## src/rtl/bitwise_pkg.sv

```systemverilog
// Shared types for the bitwise serializer front end.
// State encoding and counter sizing helpers.
package bitwise_pkg;

  typedef enum logic [1:0] {
    IDLE  = 2'd0,
    SHIFT = 2'd1,
    GAP   = 2'd2
  } state_e;

  localparam int unsigned GAP_W = 4;
  localparam int unsigned GAP_MAX = 15;

  function automatic int unsigned cnt_w(int unsigned n);
    return (n < 2) ? 1 : $clog2(n);
  endfunction

endpackage

```

## src/rtl/bitwise_serializer.sv

```systemverilog
// Parallel-in, serial-out feeder for the bitwise shift register.
// Emits each accepted word MSB first on d/en, then pulses done.
module bitwise_serializer
  import bitwise_pkg::*;
#(
  parameter int unsigned p_nbits    = 8,
  parameter int unsigned p_gap      = 0,
  parameter logic        p_idle_bit = 1'b0
) (
  input  logic               clk,
  input  logic               reset_n,
  input  logic [p_nbits-1:0] in_data,
  input  logic               in_valid,
  output logic               in_ready,
  output logic               d,
  output logic               en,
  output logic               busy,
  output logic               done
);

  localparam int unsigned CW = cnt_w(p_nbits);
  localparam logic [CW-1:0] CNT_LAST = CW'(p_nbits - 1);
  localparam logic [GAP_W-1:0] GAP_LOAD =
    GAP_W'((p_gap > 0) ? p_gap - 1 : 0);
  localparam logic HAS_GAP = (p_gap != 0);

  if (p_nbits < 2) begin : g_bad_nbits
    $error("bitwise_serializer: p_nbits must be >= 2");
  end
  if (p_gap > GAP_MAX) begin : g_bad_gap
    $error("bitwise_serializer: p_gap must be <= 15");
  end

  state_e             state_q;
  logic [p_nbits-1:0] shreg_q;
  logic [CW-1:0]      cnt_q;
  logic [GAP_W-1:0]   gap_q;
  logic               done_q;
  logic               last;

  assign last = (cnt_q == '0);

  // Ready only in IDLE or on the final bit of a gapless word.
  assign in_ready = (state_q == IDLE) ||
                    ((state_q == SHIFT) && last && !HAS_GAP);
  assign en   = (state_q == SHIFT);
  assign d    = en ? shreg_q[p_nbits-1] : p_idle_bit;
  assign busy = (state_q != IDLE);
  assign done = done_q;

  always_ff @(posedge clk or negedge reset_n) begin
    if (!reset_n) begin
      state_q <= IDLE;
      shreg_q <= '0;
      cnt_q   <= '0;
      gap_q   <= '0;
      done_q  <= 1'b0;
    end else begin
      done_q <= 1'b0;
      unique case (state_q)
        IDLE: begin
          if (in_valid) begin
            state_q <= SHIFT;
            shreg_q <= in_data;
            cnt_q   <= CNT_LAST;
          end
        end
        SHIFT: begin
          shreg_q <= shreg_q << 1;
          cnt_q   <= cnt_q - 1'b1;
          if (last) begin
            done_q <= 1'b1;
            if (HAS_GAP) begin
              state_q <= GAP;
              gap_q   <= GAP_LOAD;
            end else if (in_valid) begin
              shreg_q <= in_data;
              cnt_q   <= CNT_LAST;
            end else begin
              state_q <= IDLE;
            end
          end
        end
        GAP: begin
          if (gap_q == '0) begin
            state_q <= IDLE;
          end else begin
            gap_q <= gap_q - 1'b1;
          end
        end
        default: state_q <= IDLE;
      endcase
    end
  end

endmodule

```

## config.mk

```make
export PLATFORM = sky130hd
export DESIGN_NAME = bitwise_serializer
export DESIGN_NICKNAME = d
export VERILOG_FILES = /design/src/rtl/bitwise_pkg.sv /design/src/rtl/bitwise_serializer.sv
export SDC_FILE = /design/constraint.sdc
export NUM_CORES = 1
export LEC_CHECK = 0
export BUFFER_PORTS_ARGS = -buffer_cell sky130_fd_sc_hd__buf_2
export CAP_MARGIN = 20
export CORE_MARGIN = 8
export CORE_UTILIZATION = 40
export DETAILED_ROUTE_END_ITERATION = 10
export SYNTH_ARGS = -nofsm -noshare
export SYNTH_HDL_FRONTEND = slang
export SYNTH_SLANG_ARGS = --single-unit
```

## constraint.sdc

```tcl
create_clock -name clk -period 2.14 [get_ports clk]
set_input_delay 0.214 -clock clk [delete_from_list [all_inputs] [get_ports clk]]
set_output_delay 0.214 -clock clk [all_outputs]
set_load 0.02 [all_outputs]
```

# After elaboration in Yosys (flattened, before gate mapping)

Index checks and enable logic that the tools add are counted.

Flip-flop bits (word level): 18
Output and inout bits: 5

Reduce and logical (&&, ||, !) cells: 10
$add $sub $neg: 2
Eq/ne operators: 6
Bitwise gates (word level): 1
Mux-type cells: 16

Operators by type and width:

| operator                                                           | count |
|---|---|
| 8-bit 2-to-1 mux                                                   | 3 |
| 8-bit one-hot mux with 2 select lines                              | 1 |
| 3-bit 2-to-1 mux                                                   | 3 |
| 2-bit 2-to-1 mux                                                   | 4 |
| 2-bit != test, second input constant                               | 3 |
| 2-bit one-hot mux with 3 select lines                              | 1 |
| 3-bit one-hot mux with 2 select lines                              | 1 |
| 4-bit zero test                                                    | 1 |
| 2-bit AND reduction                                                | 2 |
| 4-bit AND reduction                                                | 1 |
| 2-bit nonzero test                                                 | 2 |
| 4-bit by 1-bit subtractor with 4-bit output, second input constant | 1 |
| 3-bit zero test                                                    | 1 |
| 1-bit 2-to-1 mux                                                   | 3 |
| 3-bit by 1-bit subtractor with 3-bit output, second input constant | 1 |
| 2-bit by 1-bit == test with 1-bit output, second input constant    | 1 |
| 2-bit == test, second input constant                               | 1 |
| 2-bit zero test                                                    | 1 |
| 2-bit by 1-bit != test with 1-bit output, second input constant    | 1 |
| 1-bit logical AND                                                  | 1 |
| 1-bit logical OR                                                   | 1 |
| 1-bit NOT                                                          | 1 |

# Longest topological paths before layout

Gate-level depths: netlist of the first run.

Depth after elaboration: 4
Depth in mapped cells: 5

# Worst setup path after synthesis of the first run

Ideal clock, no wire load.

Kind: reg-to-reg
From: reg cnt_q[0]
To: reg state_q[0]
Slack: 0.636 ns
Setup time: 0.149 ns
Stages on the path, launching flop included: 6
Arrival: 1.356 ns
Clock period less this slack: 1.504 ns
Buffers on the path: 0
Path through: dfrtp_1 inv_1 ha_1 inv_1 o21ai_0 nand2b_1

Longest elaborated chain between the ends: 3

Ends and longest elaborated chain:

| element                                            | line                     | text |
|---|---|---|
| from (decl)                                        | bitwise_serializer.sv:36 | `logic [CW-1:0] cnt_q;` |
| from (signal assigned)                             | bitwise_serializer.sv:70 | `cnt_q <= cnt_q - 1'b1;` |
| 3-bit zero test                                    | bitwise_serializer.sv:41 | `assign last = (cnt_q == '0);` |
| 2-bit by 1-bit != test with 1-bit output (no line) | --                       |  |
| 4-bit AND reduction (no line)                      | --                       |  |
| to (signal assigned)                               | bitwise_serializer.sv:53 | `state_q <= IDLE;` |
| to (signal assigned)                               | bitwise_serializer.sv:63 | `state_q <= SHIFT;` |
| to (signal assigned)                               | bitwise_serializer.sv:74 | `state_q <= GAP;` |
| to (decl)                                          | bitwise_serializer.sv:34 | `state_e state_q;` |

Every way passes these cells.
A chain may end at the register's enable or synchronous reset.

# Worst setup path after layout of the first run

From: reg cnt_q[0]
To: out in_ready

Longest elaborated chain between the ends: 3

Ends and longest elaborated chain:

| element           | line                     | text |
|---|---|---|
| 3-bit zero test   | bitwise_serializer.sv:41 |  |
| 1-bit logical AND | bitwise_serializer.sv:45 | `((state_q == SHIFT) && last && !HAS_GAP);` |
| 1-bit logical OR  | bitwise_serializer.sv:44 | `assign in_ready = (state_q == IDLE) \|\|` |
| to (decl)         | bitwise_serializer.sv:14 | `output logic in_ready,` |

Every way passes these cells.

==> results of run 1 <==
-- where the power goes --
part	internal [mW]	switching, mW
clock	0.0722	0.0775
sequential	0.353	0.0834
combinational	0.227	0.213
-- metrics by stage --
stage | power (mW) | setup WS, ns | hold WS [ns]
after CTS | 1.039 | 0.4661 | 0.2118
after floorplan | 0.8057 | 0.6358 | -0.08159
after detailed placement | 0.8847 | 0.7712 | 0.1230
after global routing | 1.121 | 0.3315 | 0.2144
final | 1.026 | 0.4778 | 0.2141
after global placement | 0.8769 | 0.7825 | 0.1196
-- flip-flops by register name, summed over array words and instances (netlist names) --
register  flops
shreg_q       8
state_q       1
done          1
cnt_q         3
-- worst max-delay path, delay by kind of cell, from the launching register on --
family                     cells  cell delay [ns]
DFF                            1             0.39
buffers and inverters          3             0.35
adders and majority gates      1             0.23
AOI/OAI and AO/OA              1             0.19
-- cells in the mapped netlist --
cell       n
nand2_2    1
nand3b_4   1
a31oi_1    2
a211oi_1   1
nor3b_1    1
o21ai_0    1
inv_1      4
and2_1     1
buf_6      5
dfrtp_1   13
nor3_1     3
nand2b_1   1
a21oi_1    1
nor2b_1    6
a211o_1    5
ha_1       2
a211o_2    2
buf_4      1
mux2i_1    1
o22ai_1    1
o221a_1    7
a21o_1     1
and2b_2    1
-- placed cells by master, fill, tap and decap left out, drive strengths merged --
cell          n
buf          15
a211oi        1
dfrtp        13
a211o         7
nor3          3
nor2b         6
ha            2
and2          1
a21oi         1
nand2b        1
o22ai         1
mux2i         1
nand3b        1
clkbuf        4
o221a         7
and2b         1
nand2         1
a31oi         2
a21o          1
dlygate4sd3   1
nor3b         1
o21ai         1
inv           4
-- per-layer routing --
layer / vias up / GRT usage / part of all wire
met5: - / 0 / 0
met4: 0 / 0.02048 / 0.0079
met3: 2 / 0.05217 / 0.072
met2: 16 / 0.1199 / 0.42
met1: 240 / 0.1212 / 0.50
li1: 260 / - / -
-- path summary, 6_finish.rpt --
kind                                            from                endpoint  slack [ns]
worst max-delay path            cnt_q[0]$_DFFE_PN0P_                in_ready        0.48
worst min-delay path                      in_data[0]  shreg_q[0]$_DFFE_PN0P_        0.21
worst max register to register  cnt_q[0]$_DFFE_PN0P_  shreg_q[1]$_DFFE_PN0P_        0.76
worst min register to register  cnt_q[0]$_DFFE_PN0P_    cnt_q[0]$_DFFE_PN0P_        0.49
max in group asynchronous                    reset_n  shreg_q[4]$_DFFE_PN0P_        1.55
min in group asynchronous                    reset_n    cnt_q[2]$_DFFE_PN0P_        0.36
-- cell type report --
type,instances,area [um^2]
Fill cell,178,914.6
Multi-Input combinational cell,39,329.1
Sequential cell,13,325.3
Timing Repair Buffer,16,85.08
Tap cell,25,31.28
Clock buffer,4,26.28
Inverter,4,15.01
-- logic make-up (layout without fill, tap and decap cells) --
| family | Yosys count | count (layout) | share of synthesized area |
|---|---|---|---|
| and+or+nand+nor | 15 | 15 | 0.1468 |
| muxes | 1 | 1 | 0.01365 |
| AOI/OAI and AO/OA | 21 | 21 | 0.2543 |
| DFF | 13 | 13 | 0.4437 |
| adders and majority gates | 2 | 2 | 0.03412 |
| buffers and inverters | 10 | 24 | 0.1075 |
==> impl_metrics.py, run 1 <==
metrics = {
    "run_status": {
        "status": "complete, no violations",
    },
    "timing": {
        "rsz0062_at_grt": "no",
        "fin_skew_ns": 0.0008472,
        "fin_crit_sh": 0.7767,
        "setup-violations-final": 0,
        "slew_headroom": 0.5988,
        "final_hold_viol_count": 0,
        "max_slew.worst_pin.slew_ns": 0.6019,
        "fmax_ghz": 0.6016,
        "fin_crit_ns": 1.662,
        "fin_setup_tns_ns": 0,
        "drv_slew": 0,
    },
    "cts": {
        "clockBufferDepth": 2,
        "cts_hold_buf": 1,
        "numCtsBuffers": 3,
        "clk_latency_ns": 0.27,
        "htree_levels": 1,
        "ctsResizeCount": 0,
        "cts_sinks": 13,
        "cts_tree": "done",
        "postCtsSetupBuffers": 0,
        "root_buffer": "clkbuf_4",
        "path_clk_slew_ns": 0.08,
    },
    "global_routing": {
        "antenna_found_initial": 0,
        "grt_usage": 0.09046,
        "grt_first_pass_wirelength_um": 2428,
        "grt_pass1_vias": 509,
        "grt_max_degree": 21,
        "overflow": 0,
    },
    "floorplanning": {
        "start_util": 0.4246,
        "die-area_um2": 3459,
        "rows": 15,
        "die_y_um": 58.82,
        "io_pins": 16,
        "coreArea_um2": 1727,
        "die_width_um": 58.82,
    },
    "critical_path": {
        "critPathSlowestCell": "dfrtp_1",
        "crit_path_end_kind": "primary output",
        "r2r_cells": 5,
        "cpPeakStageDelay_ns": 0.39,
        "critPathMostFrequentCell": "inv_1",
        "critPathMaxFanout": 3,
        "worstPathRequired_ns": 1.93,
        "crit_arrival_ns": 1.45,
        "critical_path_class": "reg -> out",
        "crit_chain": "inv_1 -> ha_1 -> inv_1 -> o21ai_0 -> buf_2",
        "startpoint_type": "register",
    },
    "drt": {
        "drtIter0Drc": 11,
        "drtPass1Iterations": 4,
        "detail-route-antenna-nets": 0,
        "viasPerCell": 5.129,
        "via_count": 518,
        "drc": 0,
        "wirelength_um": 1385,
        "routedWlPerCell_um": 13.71,
    },
    "placement": {
        "gp_congestion": 0.6870,
        "dp.final_hpwl_um": 970,
        "port_buffers": 15,
        "dp_cells": 96,
        "placedInstanceArea_um2": 775.7,
    },
    "synth": {
        "synth_top_area_cell": "dfrtp_1",
        "synthDistinctLibCells": 23,
        "synth_fp_nets": 75,
        "syn_area_um2": 733.2,
        "yosys.area.top_type_share": 0.4437,
        "synth_seq_cells": 13,
        "synthCells": 62,
        "avgSynthCellArea_um2": 11.83,
        "yosysWarnings": 0,
        "yosysSeqAreaShare": 0.4437,
        "synth_area_leaders": "dfrtp_1 44%, o221a_1 11%, buf_6 7.7%",
    },
    "power_and_ir_drop": {
        "leakage_nw": 0.3801,
        "power_density_nw_per_um2": 1264,
        "irDropWorstVdd_mv": 0.4989,
    },
    "final_layout": {
        "fin_area_um2": 812.0,
        "final_cells": 101,
        "drive_gt1_frac": 0.3026,
        "antenna_cells": 0,
        "nets": 90,
        "fin_util": 0.4703,
        "area_delta_synth_final_pct": 10.75,
    },
    "min_path": {
        "min_path_type": "in -> reg",
        "min_path_cells": 3,
    },
    "run": {
        "maxCapViolCount": 0,
    },
}
No activity file was read; power rests on OpenSTA's default activity.
==> run 2, diff against run 1 <==
==> constraint.sdc (replaced) <==
create_clock -name clk -period 1.4 [get_ports clk]
set_input_delay 0.14 -clock clk [delete_from_list [all_inputs] [get_ports clk]]
set_output_delay 0.14 -clock clk [all_outputs]
set_load 0.02 [all_outputs]
==> run 2 against run 1 <==
Compared with the run above:
- via count grew 6.0%
- flip-flop and latch count is the same
- total power grew 72%
- first-iteration DRC count shrank 55%
- global-route usage grew 0.96 points
- combinational power grew 100%
- cell count grew 5.9%
- critical path type unchanged
==> impl_metrics.py, run 2 (same netlist as run 1, synthesis figures left out) <==
metrics = {
    "timing": {
        "fin_crit_sh": 0.9743,
        "fin_skew_ns": 0.0006238,
        "final_hold_viol_count": 0,
        "slew_headroom": 0.7933,
        "setup-violations-final": 0,
        "worst_slack_ns": 0.03596,
        "fmax_ghz": 0.7331,
        "rsz0062_at_grt": "yes",
        "drv_slew": 0,
        "max_slew.worst_pin.slew_ns": 0.3100,
        "fin_crit_ns": 1.364,
        "hold_ws_ns": 0.1237,
    },
    "drt": {
        "routedWlPerCell_um": 14.07,
        "drtIter0Drc": 5,
        "wirelength_um": 1506,
        "via_count": 549,
        "detail-route-antenna-nets": 0,
        "drtPass1Iterations": 2,
        "viasPerCell": 5.131,
        "drc": 0,
    },
    "final_layout": {
        "area_delta_synth_final_pct": 20.14,
        "antenna_cells": 0,
        "regArea_um2": 326.6,
        "multi_input_area_um2": 345.3,
        "drive_gt1_frac": 0.4268,
        "n_fill_cell": 183,
        "final_common_cell": "buf_2",
        "final_cells": 107,
        "largest_register_ffs": 8,
        "top_regs": "shreg_q (8), cnt_q (3)",
        "nets": 96,
        "regMostFlops": "shreg_q",
        "layout_common_cells": "14 x buf_2, 12 x dfrtp_1, 7 x o221a_1",
    },
    "power_and_ir_drop": {
        "leakage_nw": 0.4068,
        "p_clk_frac": 0.133,
        "switching_power_mw": 0.6381,
        "switching_share": 0.3626,
        "power_mw": 1.760,
        "combPwrFrac": 0.503,
        "power_density_nw_per_um2": 1998,
        "p_seq_frac": 0.364,
        "internal-power_mw": 1.122,
        "irDropWorstVdd_mv": 1.219,
    },
    "critical_path": {
        "critPathMaxFanout": 3,
        "crit_chain": "inv_2 -> ha_4 -> inv_2 -> o21ai_2 -> buf_6",
        "critPathSlowestCell": "dfrtp_1",
        "critical_path_buf_inv_count": 3,
        "startpoint_type": "register",
        "critPathMostFrequentCell": "inv_2",
        "cpPeakStageDelay_ns": 0.39,
        "cp_top_family": "flip-flops",
        "r2r-end": "shreg_q[3]$_DFFE_PN0P_",
        "r2r_slack_ns": 0.15,
        "crit_arrival_ns": 1.22,
        "crit_path_end_kind": "primary output",
        "worstPathRequired_ns": 1.26,
        "r2r_cells": 5,
        "critical_path_class": "reg -> out",
        "timing.rr.start": "cnt_q[0]$_DFFE_PN0P_",
    },
    "placement": {
        "port_buffers": 15,
        "place_ws_ns": 0.04155,
        "dp.final_hpwl_um": 1085,
        "gp_congestion": 0.7414,
        "dp_cells": 99,
    },
    "floorplanning": {
        "die_width_um": 58.82,
        "coreArea_um2": 1727,
        "io_pins": 16,
        "die-area_um2": 3459,
        "die_y_um": 58.82,
        "rows": 15,
        "start_util": 0.4246,
    },
    "global_routing": {
        "met3_usage": 0.03913,
        "overflow": 0,
        "grt.met2_usage": 0.1604,
        "grt_usage": 0.1001,
        "grt_pass1_vias": 594,
        "grt_busiest_layer": "met2",
        "antenna_found_initial": 0,
        "grt_max_degree": 16,
        "grt_first_pass_wirelength_um": 2635,
        "use_met1": 0.1118,
    },
    "cts": {
        "root_buffer": "clkbuf_4",
        "cts_tree": "done",
        "clockBufferDepth": 2,
        "numCtsBuffers": 3,
        "cts_sinks": 13,
        "htree_levels": 1,
        "path_clk_slew_ns": 0.08,
        "clk_latency_ns": 0.27,
    },
    "min_path": {
        "hold_path_end": "shreg_q[0]$_DFFE_PN0P_",
        "min_path_cells": 3,
        "min_path_type": "in -> reg",
        "min-delay-start": "in_data[0]",
    },
    "run": {
        "maxCapViolCount": 0,
    },
    "run_status": {
        "status": "complete, no violations",
    },
}
[run 2: changes by cell type in the layout (fill, tap and decap cells not counted), sizes merged]
cell	change
buf	+6
[run 2: how the worst max path moves through the flow]
stage                               startpoint                     end  slack, ns  cells past startpoint
final                     cnt_q[0]$_DFFE_PN0P_                in_ready       0.04                      5
after global routing      cnt_q[0]$_DFFE_PN0P_                in_ready      -0.03                      5
after global placement    cnt_q[0]$_DFFE_PN0P_  shreg_q[6]$_DFFE_PN0P_       0.08                      5
after CTS                 cnt_q[0]$_DFFE_PN0P_                in_ready      0.003                      5
after floorplan           cnt_q[0]$_DFFE_PN0P_  state_q[0]$_DFFE_PN0P_       0.09                      5
after detailed placement  cnt_q[0]$_DFFE_PN0P_  shreg_q[1]$_DFFE_PN0P_       0.04                      5
[run 2: power by group through the flow]
stage / registers (mW) / logic (mW) / clock network [mW]
CTS: 0.655 / 0.823 / 0.244
finish: 0.640 / 0.885 / 0.234
floorplan: 0.639 / 0.595 / 0
global placement: 0.648 / 0.718 / 0
global route: 0.663 / 0.980 / 0.265
detailed placement: 0.652 / 0.740 / 0
[run 2: metal layers]
layer | up-vias | wire [um]
met5 | - | 0
met4 | 0 | 25
met3 | 4 | 113
met2 | 12 | 681
met1 | 257 | 686
li1 | 276 | -
[run 2: layout make-up]
cell class                      instances  area share
Multi-Input combinational cell         39      0.3920
Sequential cell                        13      0.3707
Timing Repair Buffer                   22      0.1548
Tap cell                               25     0.03551
Clock buffer                            4     0.02983
Inverter                                4     0.01705
[run 2: worst min-delay path, stage by stage]
cell and delay, ns:
buf_2 0.10, inv_1 0.04, o22ai_1 0.07
[run 2: timing repair]
action,in CTS,in global routing
hold endpoints to repair,13,0
gates resized for setup,7,2
setup buffers,1,2
hold buffers,1,0
setup endpoints to repair,1,2
[run 2: stage by stage]
step	area, um^2	util	setup TNS, ns
after global placement	798.3	0.4623	0
after detailed placement	798.3	0.4623	0
after floorplan	733.2	-	0
after global routing	880.8	0.5101	-0.02760
final	880.8	0.5101	0
after CTS	862.1	0.4993	0
